**src/rtl/key_debounce_pkg.sv**
```systemverilog
// Shared definitions for the key debouncer: channel FSM states, board-clock
// timing defaults and the counter sizing helper.
package key_debounce_pkg;

  typedef enum logic [2:0] {
    KD_IDLE     = 3'd0,
    KD_PRESS_DB = 3'd1,
    KD_HELD     = 3'd2,
    KD_REPEAT   = 3'd3,
    KD_REL_DB   = 3'd4
  } kd_state_e;

  // Defaults for the 50 MHz board clock: 20 ms debounce, 500 ms first repeat, 100 ms repeat.
  localparam int unsigned KD_DEBOUNCE_CYC_DEF      = 1_000_000;
  localparam int unsigned KD_REPEAT_DELAY_CYC_DEF  = 25_000_000;
  localparam int unsigned KD_REPEAT_PERIOD_CYC_DEF = 5_000_000;

  // One counter per channel is reused for all three intervals, so size it for the longest.
  function automatic int unsigned kdCntWidth(input int unsigned a,
                                             input int unsigned b,
                                             input int unsigned c);
    int unsigned m;
    m = a;
    if (b > m) m = b;
    if (c > m) m = c;
    return $clog2(m);
  endfunction

endpackage

```
**src/rtl/key_debounce_ch.sv**
```systemverilog
// One key channel: 2-flop synchronizer, debounce/auto-repeat FSM and a shared
// interval counter, with registered level and pulse outputs.
module key_debounce_ch
  import key_debounce_pkg::*;
#(
  parameter int unsigned DEBOUNCE_CYC      = KD_DEBOUNCE_CYC_DEF,
  parameter int unsigned REPEAT_DELAY_CYC  = KD_REPEAT_DELAY_CYC_DEF,
  parameter int unsigned REPEAT_PERIOD_CYC = KD_REPEAT_PERIOD_CYC_DEF,
  parameter bit          REPEAT_EN         = 1'b1
) (
  input  logic clk,
  input  logic reset,
  input  logic key_n_i,
  output logic level_o,
  output logic press_n_o,
  output logic release_o
);

  localparam int CNT_W = int'(kdCntWidth(DEBOUNCE_CYC, REPEAT_DELAY_CYC, REPEAT_PERIOD_CYC));

  localparam logic [CNT_W-1:0] DB_LAST  = CNT_W'(DEBOUNCE_CYC - 1);
  localparam logic [CNT_W-1:0] RD_LAST  = CNT_W'(REPEAT_DELAY_CYC - 1);
  localparam logic [CNT_W-1:0] RP_LAST  = CNT_W'(REPEAT_PERIOD_CYC - 1);
  localparam logic [CNT_W-1:0] CNT_MAX  = '1;

  logic [1:0]       sync_q;
  logic             pressed;
  kd_state_e        state_q, state_d;
  logic [CNT_W-1:0] cnt_q, cnt_d;
  logic             level_q, level_d;
  logic             pressN_q, pressN_d;
  logic             release_q, release_d;

  // Synchronizer resets to the released level so a held key is re-debounced after reset.
  always_ff @(posedge clk or posedge reset) begin
    if (reset) begin
      sync_q <= 2'b11;
    end else begin
      sync_q <= {sync_q[0], key_n_i};
    end
  end

  assign pressed = ~sync_q[1];

  always_ff @(posedge clk or posedge reset) begin
    if (reset) begin
      state_q   <= KD_IDLE;
      cnt_q     <= '0;
      level_q   <= 1'b0;
      pressN_q  <= 1'b1;
      release_q <= 1'b0;
    end else begin
      state_q   <= state_d;
      cnt_q     <= cnt_d;
      level_q   <= level_d;
      pressN_q  <= pressN_d;
      release_q <= release_d;
    end
  end

  // Any disagreement with the expected level restarts the relevant interval.
  always_comb begin
    state_d   = state_q;
    cnt_d     = cnt_q;
    level_d   = level_q;
    pressN_d  = 1'b1;
    release_d = 1'b0;
    case (state_q)
      KD_IDLE: begin
        if (pressed) begin
          state_d = KD_PRESS_DB;
          cnt_d   = '0;
        end
      end
      KD_PRESS_DB: begin
        if (!pressed) begin
          state_d = KD_IDLE;
        end else if (cnt_q == DB_LAST) begin
          state_d  = KD_HELD;
          cnt_d    = '0;
          level_d  = 1'b1;
          pressN_d = 1'b0;
        end else begin
          cnt_d = cnt_q + 1'b1;
        end
      end
      KD_HELD: begin
        if (!pressed) begin
          state_d = KD_REL_DB;
          cnt_d   = '0;
        end else if (REPEAT_EN && (cnt_q == RD_LAST)) begin
          state_d  = KD_REPEAT;
          cnt_d    = '0;
          pressN_d = 1'b0;
        end else if (cnt_q != CNT_MAX) begin
          cnt_d = cnt_q + 1'b1;
        end
      end
      KD_REPEAT: begin
        if (!pressed) begin
          state_d = KD_REL_DB;
          cnt_d   = '0;
        end else if (cnt_q == RP_LAST) begin
          cnt_d    = '0;
          pressN_d = 1'b0;
        end else begin
          cnt_d = cnt_q + 1'b1;
        end
      end
      KD_REL_DB: begin
        if (pressed) begin
          state_d = KD_HELD;
          cnt_d   = '0;
        end else if (cnt_q == DB_LAST) begin
          state_d   = KD_IDLE;
          cnt_d     = '0;
          level_d   = 1'b0;
          release_d = 1'b1;
        end else begin
          cnt_d = cnt_q + 1'b1;
        end
      end
      default: begin
        state_d = KD_IDLE;
        cnt_d   = '0;
      end
    endcase
  end

  assign level_o   = level_q;
  assign press_n_o = pressN_q;
  assign release_o = release_q;

endmodule

```
**src/rtl/key_debounce.sv**
```systemverilog
// Debounces NUM_KEYS active-low push-buttons into one-cycle press/repeat and
// release pulses for the frequency-word stepper; channels are independent.
module key_debounce
  import key_debounce_pkg::*;
#(
  parameter int unsigned NUM_KEYS          = 2,
  parameter int unsigned DEBOUNCE_CYC      = KD_DEBOUNCE_CYC_DEF,
  parameter int unsigned REPEAT_DELAY_CYC  = KD_REPEAT_DELAY_CYC_DEF,
  parameter int unsigned REPEAT_PERIOD_CYC = KD_REPEAT_PERIOD_CYC_DEF,
  parameter bit          REPEAT_EN         = 1'b1
) (
  input  logic                clk,
  input  logic                reset,
  input  logic [NUM_KEYS-1:0] key_in_n,
  output logic [NUM_KEYS-1:0] key_level,
  output logic [NUM_KEYS-1:0] key_press_n,
  output logic [NUM_KEYS-1:0] key_release
);

  for (genvar k = 0; k < int'(NUM_KEYS); k++) begin : gCh
    key_debounce_ch #(
      .DEBOUNCE_CYC      (DEBOUNCE_CYC),
      .REPEAT_DELAY_CYC  (REPEAT_DELAY_CYC),
      .REPEAT_PERIOD_CYC (REPEAT_PERIOD_CYC),
      .REPEAT_EN         (REPEAT_EN)
    ) uCh (
      .clk       (clk),
      .reset     (reset),
      .key_n_i   (key_in_n[k]),
      .level_o   (key_level[k]),
      .press_n_o (key_press_n[k]),
      .release_o (key_release[k])
    );
  end

endmodule

```
**config.mk**
```make
export PLATFORM = sky130hd
export DESIGN_NAME = key_debounce
export DESIGN_NICKNAME = d
export VERILOG_FILES = /design/src/rtl/key_debounce_pkg.sv /design/src/rtl/key_debounce_ch.sv /design/src/rtl/key_debounce.sv
export SDC_FILE = /design/constraint.sdc
export NUM_CORES = 1
export LEC_CHECK = 0
export CORE_MARGIN = 5
export CORE_UTILIZATION = 33
export CTS_CLUSTER_SIZE = 25
export DETAILED_ROUTE_END_ITERATION = 7
export PLACE_DENSITY = 0.57
export SYNTH_ARGS = -nofsm -noshare
export SYNTH_HDL_FRONTEND = slang
export SYNTH_HIERARCHICAL = 1
export SYNTH_SLANG_ARGS = --single-unit
```
**constraint.sdc**
```tcl
create_clock -name clk -period 2.8 [get_ports clk]
set_clock_uncertainty 0.05 [all_clocks]
set_input_delay 0.42 -clock clk [delete_from_list [all_inputs] [get_ports clk]]
set_output_delay 0.42 -clock clk [all_outputs]
set_load 0.02 [all_outputs]
```
Word level (Yosys, flattened, before mapping)
Index checks and enable logic that the tools add are counted.
{"block": "word_totals", "regBits": 66, "input_bits": 4, "output_inout_bits": 6, "wordCells": 128}
{"block": "classes", "add_sub_neg": 2, "n_eq_ne": 36, "muxes": 68, "reduce_logical": 10}
{"cell": "$mux W25", "n": 18}
{"cell": "$pmux W25 S5", "n": 2}
{"cell": "$add A25 B1 Y25 const B", "n": 2}
{"cell": "$eq A25 B20 Y1 const B", "n": 2}
{"cell": "$eq A25 B23 Y1 const B", "n": 2}
{"cell": "$eq A25 B25 Y1 const B", "n": 2}
{"cell": "$ne A25 B25 Y1 const B", "n": 2}
{"cell": "$mux W3", "n": 16}
{"cell": "$pmux W3 S5", "n": 2}
{"cell": "$mux W1", "n": 26}
{"cell": "$reduce_and A5 Y1", "n": 4}
{"cell": "$ne A2 B1 Y1 const B", "n": 8}
{"cell": "$eq A3 B2 Y1 const B", "n": 4}
{"cell": "$ne A3 B1 Y1 const B", "n": 4}
{"cell": "$ne A2 B2 Y1 const B", "n": 4}
{"cell": "$ne A4 B1 Y1 const B", "n": 2}
{"cell": "$eq A3 B1 Y1 const B", "n": 2}
{"cell": "$eq A3 B3 Y1 const B", "n": 2}
{"cell": "$logic_not A3 Y1", "n": 2}
{"cell": "$ne A3 B3 Y1 const B", "n": 2}
{"cell": "$pmux W1 S3", "n": 2}
{"cell": "$reduce_and A3 Y1", "n": 2}
{"cell": "$pmux W1 S2", "n": 2}
{"cell": "$reduce_bool A2 Y1", "n": 2}

Logic depth before layout (Yosys ltp)
{"block": "depth", "depth_word": 5, "ltp_mapped": 9, "depth_no_buf": 7}

Hierarchy
The synthesis kept the hierarchy.
{"mod": "key_debounce_ch (gCh[0].uCh)", "n_inst": 1, "cells_per_inst": 233, "area_each_um2": 2099.5, "seq_area_each_um2": 829.5}
{"mod": "key_debounce_ch (gCh[1].uCh)", "n_inst": 1, "cells_per_inst": 233, "area_each_um2": 2059.5, "seq_area_each_um2": 829.5}

Worst setup path before layout
No wires, ideal clock.
{"block": "synth_path", "kind": "register to register", "start": "register gCh[0].uCh.cnt_q[0]", "end": "register gCh[0].uCh.cnt_q[22]", "setup_ns": 0.110, "t_arrival_ns": 2.333, "required_time_ns": 2.640, "slack_ns": 0.306, "stages_incl_launch_ff": 10, "n_path_buf": 2, "period_less_slack_ns": 2.494, "path_cell_list": "dfrtp_1 ha_1 nand3_1 or4b_1 nor4_2 a31o_2 buf_4 buf_4 a22oi_1 o41ai_1"}
{"block": "synth_via", "elab_chain_cells": 5, "word_cells_on_any_way": 16, "classes_between": "add/sub (1); eq/ne (5); mux (9); reduce/logical (1)"}
{"element": "start, declared", "line": "key_debounce_ch.sv:29", "source": "logic [CNT_W-1:0] cnt_q, cnt_d;"}
{"element": "start signal, assigned", "line": "key_debounce_ch.sv:54", "source": "cnt_q <= cnt_d;"}
{"element": "$add A25 B1 Y25"}
{"element": "$mux W25", "line": "key_debounce_ch.sv:95", "source": "end else if (cnt_q != CNT_MAX) begin"}
{"element": "$mux W25", "line": "key_debounce_ch.sv:91", "source": "end else if (REPEAT_EN && (cnt_q == RD_LAST)) begin"}
{"element": "$mux W25", "line": "key_debounce_ch.sv:88", "source": "if (!pressed) begin"}
{"element": "$pmux W25 S5", "line": "key_debounce_ch.sv:68", "source": "case (state_q)"}
Parallel ways exist; a longest one is shown, timed or not. The select of a mux whose other input is x is not followed.
A chain may end at the register's enable or synchronous reset.

Final worst setup path
{"block": "layout_path", "start": "register gCh[0].uCh.cnt_q[23]", "end": "register gCh[0].uCh.cnt_q[3]"}
{"block": "layout_via", "elab_chain_cells": 4, "word_cells_on_any_way": 14, "classes_between": "eq/ne (5); mux (8); reduce/logical (1)"}
{"element": "$eq A25 B20 Y1 (tied with other cells)", "line": "key_debounce_ch.sv:78, key_debounce_ch.sv:114"}
{"element": "$mux W25 (on tied branches) (2 in a row)"}
{"element": "$pmux W25 S5", "line": "key_debounce_ch.sv:68"}
Parallel ways exist; a longest one is shown, timed or not. The select of a mux whose other input is x is not followed.

==> impl_summary.log <==
INFO  metric synthesis.instances = 466
INFO  metric share_clk_of_total_power = 52.6%
INFO  metric period_share = 95.39%
INFO  metric combinationalPowerShare = 6.1%
INFO  metric share_of_post_route_cells_with_drive_strength_above_1 = 18.91%
INFO  metric synth-main-ff-cell = sky130_fd_sc_hd__dfrtp_1
INFO  metric design.core.area = 12470 µm²
INFO  metric switching_power = 0.5596 mW
INFO  metric setup.worst_path.start_class = flop
INFO  metric ys_seq_area_share = 39.89%
INFO  metric fin_hold_ws = 302.6 ps
INFO  metric postSynthNetCount = 472
INFO  metric synth_area = 4159 µm²
INFO  metric cp-startpoint = gCh[0].uCh/cnt_q[23]
INFO  metric placementRows = 41
INFO  metric slew-limit-headroom = 61.27%
INFO  metric netlist.top_cell.by_area = sky130_fd_sc_hd__dfrtp_1
INFO  metric syn2layout_area_growth = 21.18%
INFO  metric synth_cell_type_count = 69
INFO  metric drv_cap = 0
INFO  metric route.detailed.wl_per_inst = 17.27 µm
INFO  metric clock_sinks = 66
INFO  metric min_from = gCh[0].uCh/sync_q[0]
INFO  metric final_nets = 514
INFO  metric crit_path_max_fanout = 10
INFO  metric setup_repair_after_global_routing_missed_its_margin = false
INFO  metric synth_edf_count = 0
INFO  metric chipWidth = 122.3 µm
INFO  metric cts.reportedPaths.clkPinSlew = 60 ps
INFO  metric dieHeight = 122.3 µm
INFO  metric ant_nets = 0
INFO  metric synthesis.yosys.warnings = 6
INFO  metric p_per_area = 475.2 nW/µm²
INFO  metric finalSetupViolCount = 0
INFO  metric place_congestion = 0.9435
INFO  metric n_fill_cell = 1249
INFO  metric tightest_slew = 575.6 ps
INFO  metric p_seq_share = 41.3%
INFO  metric worstHoldPathCells = 0
INFO  metric cp_data_arrival_time = 2840 ps
INFO  metric synth_async_sr_flop_share = 100.0%
INFO  metric final_util = 40.43%
INFO  metric cts_tree = yes
INFO  metric post-synth-top-area-fraction = 36.10%
INFO  metric worstReg2RegStart = gCh[0].uCh/cnt_q[23]
INFO  metric p_sw_share = 23.37%
INFO  metric reg2reg_depth = 7
INFO  metric placement.io_buffers = 9
INFO  metric synth_top_cells_by_area = sky130_fd_sc_hd__dfrtp_1 36%, sky130_fd_sc_hd__dfstp_2 3.8%, sky130_fd_sc_hd__nand2_1 3.4%
INFO  metric finalSetupTns = 0 ps
INFO  metric fmaxAchievable = 374.4 MHz
INFO  metric htree_num_levels = 3
INFO  metric first_global_vias = 3830
INFO  metric ys_ff_latch = 66
INFO  metric static-leakage-power = 1.969 nW
INFO  metric route.detailed.vias_per_inst = 5.730
INFO  metric io_pins = 10
INFO  metric place.detailed.hpwl = 8.444 mm
INFO  metric critical_path_required = 2970 ps
INFO  metric n_antenna_cell = 0
INFO  metric timing.final.crit_period = 2671 ps
INFO  metric initial_antenna_violation_count = 0
INFO  metric die_area = 14950 µm²
INFO  metric cts_setup_buffers = 0
INFO  metric dr_total_vias = 3925
INFO  metric grt_pass1_wl = 19.84 mm
INFO  metric initial_core_util = 33.36%
INFO  metric syn_area_per_cell = 8.925 µm²
INFO  metric finalHoldViolCount = 0
INFO  metric global_route.usage.total = 16.66%
INFO  metric slew_violations = 0
INFO  metric cts-root-buf = sky130_fd_sc_hd__clkbuf_16
INFO  metric cts.path.max_buffers = 2
INFO  metric globalRoute.totalOverflow = 0
INFO  metric outcome = completed
INFO  metric drt_first_iter_violations = 335
INFO  metric largest_net_degree_at_the_start_of_global_routing = 34
INFO  metric cts_buffers = 9
INFO  metric critical_register_to_register_path_endpoint = gCh[0].uCh/cnt_q[3]
INFO  metric setup.worst_path.class = flop to flop
INFO  metric timing.hold.worst_endpoint = gCh[0].uCh/sync_q[1]
INFO  metric timing.reg2reg.setup_slack = 130 ps
INFO  metric drt-total-wl = 11.83 mm
INFO  metric min-delay-path-class = flop to flop
INFO  metric cell_internal_pwr = 1.835 mW
INFO  metric clock_latency = 340 ps
INFO  metric ir_drop = 0.2651 mV
INFO  metric drt_first_pass_iters = 5
INFO  metric timing.critical_path.to_type = flop
INFO  metric detail_route.drc_violations = 0
[repair_timing]
action / CTS / global route
hold buffers: 0 / 0
gates resized for setup: 0 / 5
setup endpoints to repair: 0 / 28
[critical path, stage by stage (launching register included)]
cell and delay, ps:
sky130_fd_sc_hd__dfrtp_1 430, sky130_fd_sc_hd__or4_1 530, sky130_fd_sc_hd__or4_4 470, sky130_fd_sc_hd__o31ai_4 310, sky130_fd_sc_hd__a2bb2oi_2 210, sky130_fd_sc_hd__buf_4 200
sky130_fd_sc_hd__o21ai_0 100, sky130_fd_sc_hd__a22o_1 240
[state kept, by name (all words and copies together), names as in the netlist]
register and cells:
gCh.uCh/cnt_q 50, gCh.uCh/press_n_o 2, gCh.uCh/release_o 2, gCh.uCh/level_o 2, gCh.uCh/state_q 6, gCh.uCh/sync_q 4
[layout by cell type (no fill, tap or decap), types with 16 or more instances in the layout]
cell and instances:
sky130_fd_sc_hd__o21ai_0 22, sky130_fd_sc_hd__nand4_1 21, sky130_fd_sc_hd__inv_1 17, sky130_fd_sc_hd__nor2_1 30, sky130_fd_sc_hd__a22o_1 16, sky130_fd_sc_hd__nand2_1 37, sky130_fd_sc_hd__buf_4 50, sky130_fd_sc_hd__dfrtp_1 60
sky130_fd_sc_hd__nand3_1 26
[logic make-up (layout without fill, tap and decap cells)]
logic type | count (synthesis) | after routing | synth area share, %
and+or+nand+nor | 218 | 218 | 30.33
AOI/OAI and AO/OA | 133 | 133 | 23.44
DFF | 66 | 66 | 39.89
buffers and inverters | 46 | 93 | 5.505
adders and majority gates | 2 | 2 | 0.6016
muxes | 1 | 1 | 0.2407
[worst max-delay path by stage]
stage,to,slack [ps],cells past startpoint
4_1_cts,gCh[0].uCh/cnt_q[13],50,9
3_5_place_dp,gCh[0].uCh/cnt_q[13],20,9
5_1_grt,gCh[0].uCh/cnt_q[3],6,7
3_3_place_gp,gCh[0].uCh/cnt_q[13],90,9
2_1_floorplan,gCh[0].uCh/cnt_q[22],310,9
6_report,gCh[0].uCh/cnt_q[3],130,7
[cell usage after synthesis (12+ instances only)]
cell and n:
sky130_fd_sc_hd__nor3_1 15, sky130_fd_sc_hd__nor2_1 30, sky130_fd_sc_hd__inv_1 17, sky130_fd_sc_hd__a22o_1 16
sky130_fd_sc_hd__nand3_1 27, sky130_fd_sc_hd__or4_1 12, sky130_fd_sc_hd__nand4_1 21, sky130_fd_sc_hd__a21oi_1 15
sky130_fd_sc_hd__dfrtp_1 60, sky130_fd_sc_hd__clkbuf_1 13, sky130_fd_sc_hd__o21ai_0 22, sky130_fd_sc_hd__nand2_1 38
[area by class of cell]
type                    instances  area [µm²]  share of cell area [%]
repair buffers                 60       485.5                   9.633
flip-flops and latches         66        1659                   32.92
clock buffers                  10       239.0                   4.742
well taps                     172       215.2                   4.270
clock inverters                 6       90.09                   1.787
multi-input cells             354        2287                   45.38
inverters                      17       63.81                   1.266
[power groups by stage]
stage          registers [mW]  clock network (mW)  logic [mW]
6_report                0.989                1.26       0.147
5_1_grt                 0.990                1.33       0.164
4_1_cts                 0.988                1.29       0.148
3_5_place_dp             1.00                   0       0.147
3_3_place_gp             1.00                   0       0.146
2_1_floorplan            1.00                   0      0.0951
[per-layer routing]
metal | part of all wire [%] | track usage [%] | routed length [µm]
met1 | 45 | 22.02 | 5347
met2 | 48 | 26.45 | 5677
met3 | 4.4 | 4.147 | 526
met4 | 2.3 | 6.158 | 278
met5 | 0 | 0 | 0
[through the flow]
stage	setup slack [ps]	total power, mW	cell area (µm²)	std cells
floorplan	306.5	1.095	4159	466
finish	129.1	2.395	5040	685
global placement	85.72	1.150	4695	669
detailed placement	17.46	1.152	4695	669
global route	6.237	2.485	5040	685
CTS	49.24	2.427	5024	685
Power figures use the tool's default switching activity.
==> edit 1 (config.mk and constraints unchanged) <==
Make the reset (`reset`) synchronous in 2 clocked blocks.
--- a/src/rtl/key_debounce_ch.sv
+++ b/src/rtl/key_debounce_ch.sv
@@ -34,3 +34,3 @@
   // Synchronizer resets to the released level so a held key is re-debounced after reset.
-  always_ff @(posedge clk or posedge reset) begin
+  always_ff @(posedge clk) begin
     if (reset) begin
@@ -44,3 +44,3 @@
 
-  always_ff @(posedge clk or posedge reset) begin
+  always_ff @(posedge clk) begin
     if (reset) begin
Check against the original RTL: no difference found for any inputs over 10 cycles, from zero or initial values and one cycle with reset high; that may be too few to reach the edited logic, so the function may still have changed.
==> edit 1 against the original RTL <==
Sequential cell count did not move; wire length decreased by 20%; critical path depth stayed put; final area down 15%; sequential share of layout area is 2.2 points lower; setup slack improved by 0.11 ns; synthesized cell count down 7.5%; area after synthesis decreased by 10%; via count shrank 12%.
Power is not compared: it rests on default switching activity, and its combinational part moved more than twofold at a synthesized area within 25%.
==> edit 1: results (changes against the original RTL) <==
Logic synthesis
  • Compound-gate portion of the synthesized area: 18.6% (-4.8 points)
  • Largest cells by area after synthesis: dfxtp_1 (35%), a221oi_1 (3.8%), nand4_1 (3.0%), nor2_1 (2.9%), a211oi_1 (2.6%)
  • XOR/XNOR Fraction of Synth Area: 4.47% (+4.5 points)
  • Post-synthesis mux area share: 1.07% (+0.83 points)
  • List of most frequent post-synthesis cells: dfxtp_1 (66), nor2_1 (29), nand2_1 (26)
  • Ys async rst share: 0% (-100 points)
  • Syn nets: 437 (-7.4%)

Global routing
  • Met2 Use GR: 20.7% (-5.7 points)
  • Tot GR Track Use: 14.4% (-2.3 points)
  • Largest net degree at the start of global routing: 28 (-18%)
  • Layer with the highest usage: met1

Setup path
  • CP arrival: 2.72 ns (-0.12 ns)
  • Worst Setup SP: gCh[1].uCh/cnt_q[0]
  • Slowest stage delay, CP: 0.65 ns (+0.12 ns)
  • RR Endpoint: gCh[1].uCh/cnt_q[17]
  • Reg2Reg Setup Slack: 0.24 ns (+0.11 ns)

Cells and area
  • Non-clk bufs: 24 (-60%)
  • Logic inverters: 10 (-7)
  • Fraction of area in multi-input gates: 51.9% (+6.5 points)
  • Multi-input combinational cell count: 329 (-7.1%)
  • Layout Nets: 446 (-13%)
  • Share of cells above drive strength 1: 14.6% (-4.3 points)

Run status
  • Outcome: finished, final reports clean

Worst hold path
  • Worst Hold Path EP: gCh[0].uCh/sync_q[1]

Route
  • Via density: 5.90 (+3.0%)
  • Met2 WL: 4130 µm (-27%)
  • Met3 wire length: 433 µm (-18%)

STA
  • Slew @ Worst Pin: 0.679 ns (+0.104 ns)
-- edit 1: cell types whose count changed after synthesis, moves of 10 or more --
cell,unedited run,this run
dfxtp_1,0,66
dfrtp_1,60,0
a221oi_1,0,16
a22o_1,16,0
a211oi_1,0,13
nand2_1,38,26
or3_1,4,14
xor2_1,0,10
-- edit 1: power by group --
part,internal [W],switching [W]
logic,0.0000220,0.0000400
clock network,0.000805,0.000427
registers,0.000945,0.00000633
total,0.00177,0.000473
-- edit 1: worst reg2reg max path, stage by stage, from the launching register on --
cell and delay (ns):
dfxtp_1 0.38, ha_1 0.18, nand3_1 0.28, or4_1 0.65
or2_1 0.44, and4_1 0.30, xnor2_1 0.13, nor2_1 0.05
-- edit 1: metrics by stage --
step                      cell area, µm²  util (%)  hold slack (ns)
after detailed placement            3990      36.5            0.344
after global placement              3990      36.5            0.345
final                               4310      39.4            0.359
after CTS                           4310      39.4            0.359
after floorplan                     3720         -            0.339
after global routing                4310      39.4            0.380
==> edit 2 (same flow settings) <==
Without the edit above. Set the package constant `KD_DEBOUNCE_CYC_DEF` to 2_000_000 (it was 1_000_000).
--- a/src/rtl/key_debounce_pkg.sv
+++ b/src/rtl/key_debounce_pkg.sv
@@ -13,3 +13,3 @@
   // Defaults for the 50 MHz board clock: 20 ms debounce, 500 ms first repeat, 100 ms repeat.
-  localparam int unsigned KD_DEBOUNCE_CYC_DEF      = 1_000_000;
+  localparam int unsigned KD_DEBOUNCE_CYC_DEF      = 2_000_000;
   localparam int unsigned KD_REPEAT_DELAY_CYC_DEF  = 25_000_000;
Function: same outputs for any inputs over 10 cycles, from zero or initial values and one cycle with reset high; that may be too few to reach the edited logic, so the function may still have changed.
==> edit 2 against the original RTL <==
Sequential cell count unchanged; worst hold slack improved by 0.0027 ns; wire length decreased by 9.4%; global-route usage decreased by 1.4 points; total power decreased by 7.6%; setup slack got worse by 0.014 ns; synthesized cell count decreased by 2.4%; die area decreased by 0.53%; area after synthesis decreased by 0.57%; final area decreased by 2.6%; critical path depth increased by 1; largest power group unchanged.
==> edit 2: results (changes against the original RTL) <==
Place
  • Dpl cells: 646 (-3.4%)
  • Placed Area: 4570 µm² (-2.7%)
  • Routability congestion estimate: 0.808 (-14%)
  • DP Worst Slack: 0.0280 ns (+0.0105 ns)
  • HPWL Detailed: 7580 µm (-10%)

Cells and area
  • Synth-to-layout area growth: 18.7%
  • Post-Layout Cell Count: 665 (-2.9%)
  • Share of cells above drive strength 1: 16.7% (-2.2 points)
  • Largest registers: gCh.uCh/cnt_q (50), gCh.uCh/state_q (6), gCh.uCh/sync_q (4)
  • Filler cell count: 1206 (-3.4%)
  • Layout Nets: 498 (-3.1%)

Global routing
  • First-pass GRT wire length: 18200 µm (-8.5%)
  • Initial antenna violation count: 0 (unchanged)
  • GRT met3 Usage: 3.85% (-0.29 points)
  • Tot GR Track Use: 15.3% (-1.4 points)
  • Met2 Use GR: 25.8% (-0.69 points)
  • M1 GR Usage: 18.9% (-3.1 points)

Setup path
  • Reg2reg start: gCh[0].uCh/cnt_q[1]
  • RR Endpoint: gCh[0].uCh/cnt_q[10]
  • Worst Reg-to-Reg Cells: 8 (+1)
  • CP arrival: 2.86 ns (+0.02 ns)
  • Slowest stage delay, CP: 0.58 ns (+0.05 ns)
  • Critical setup path kind: flop to flop
  • Delay-heaviest family, CP: compound AO/OA/AOI/OAI gates
  • CP max FO: 9 (-1)
  • Slowest cell on crit path: o41a_2

Logic synthesis
  • Syn Inst Count: 455 (-2.4%)
  • Largest cells by area after synthesis: dfrtp_1 (36%), a22o_1 (6.1%), dfstp_2 (3.8%), nand2_1 (3.1%), nor2_1 (3.1%)
  • Unique masters post-synth: 76 (+10%)
  • Synth top area share: 36.3% (+0.21 points)
  • Sequential element share of the synthesized area: 40.1% (+0.23 points)
  • List of most frequent post-synthesis cells: dfrtp_1 (60), nand2_1 (34), nor2_1 (34)

Clock network
  • Clock latency on the worst-skew pair: 0.34 ns (about the same)
  • Root Buffer Master: clkbuf_16
  • Clock Path Buffers: 2 (unchanged)

Route
  • Via count: 3729 (-5.0%)
  • Wire length per cell: 16.1 µm (-6.7%)
  • DRT met1 WL: 4850 µm (-9.2%)
  • Met3 wire length: 399 µm (-24%)
  • Initial DRC count: 277 (-17%)
  • Met2 WL: 5240 µm (-7.7%)
  • Initial DRT Pass Iterations: 4 (-1)

Power
  • Peak VDD IR: 284 µV (+7.0%)
  • Leakage: 1.95 nW (-1.0%)

STA
  • Fin worst setup slack: 0.115 ns (-0.0144 ns)
  • Slew @ Worst Pin: 0.636 ns (+0.0605 ns)
  • Final hold slack: 0.305 ns (+0.00273 ns)

Worst hold path
  • Worst Hold Path EP: gCh[1].uCh/sync_q[1]
  • Min-delay src: gCh[1].uCh/sync_q[0]

Run status
  • Outcome: finished, final reports clean
==> edit 2: what timing repair did <==
| action | in CTS | in global routing |
|---|---|---|
| setup endpoints to repair | 1 | 22 |
| pin swaps | 0 | 2 |
| gates resized for setup | 1 | 2 |
| gates cloned | 0 | 0 |
| setup buffers | 0 | 3 |
==> edit 2: area by class of cell <==
class / count / share of cell area (%)
multi-input combinational: 353 / 46.6
sequential: 66 / 33.8
timing repair buffer: 47 / 8.41
clock buffer: 12 / 5.22
tap: 168 / 4.28
inverter: 15 / 1.15
clock inverter: 4 / 0.535
==> edit 2: cells by family after synthesis <==
family | synth area share [%]
flip-flops | 40.1
adder cells (fa/ha/maj) | 0.605
AND/OR/NAND/NOR | 30.6
AO/OA/AOI/OAI | 22.7
buffers and inverters | 4.78
multiplexers | 1.24
==> edit 2: power breakdown <==
part           leakage (nW)  total [W]  switching, W  internal [W]
combinational         0.918   0.000146     0.0000874     0.0000582
clock                 0.139    0.00108      0.000429      0.000646
sequential            0.891   0.000992     0.0000202      0.000972
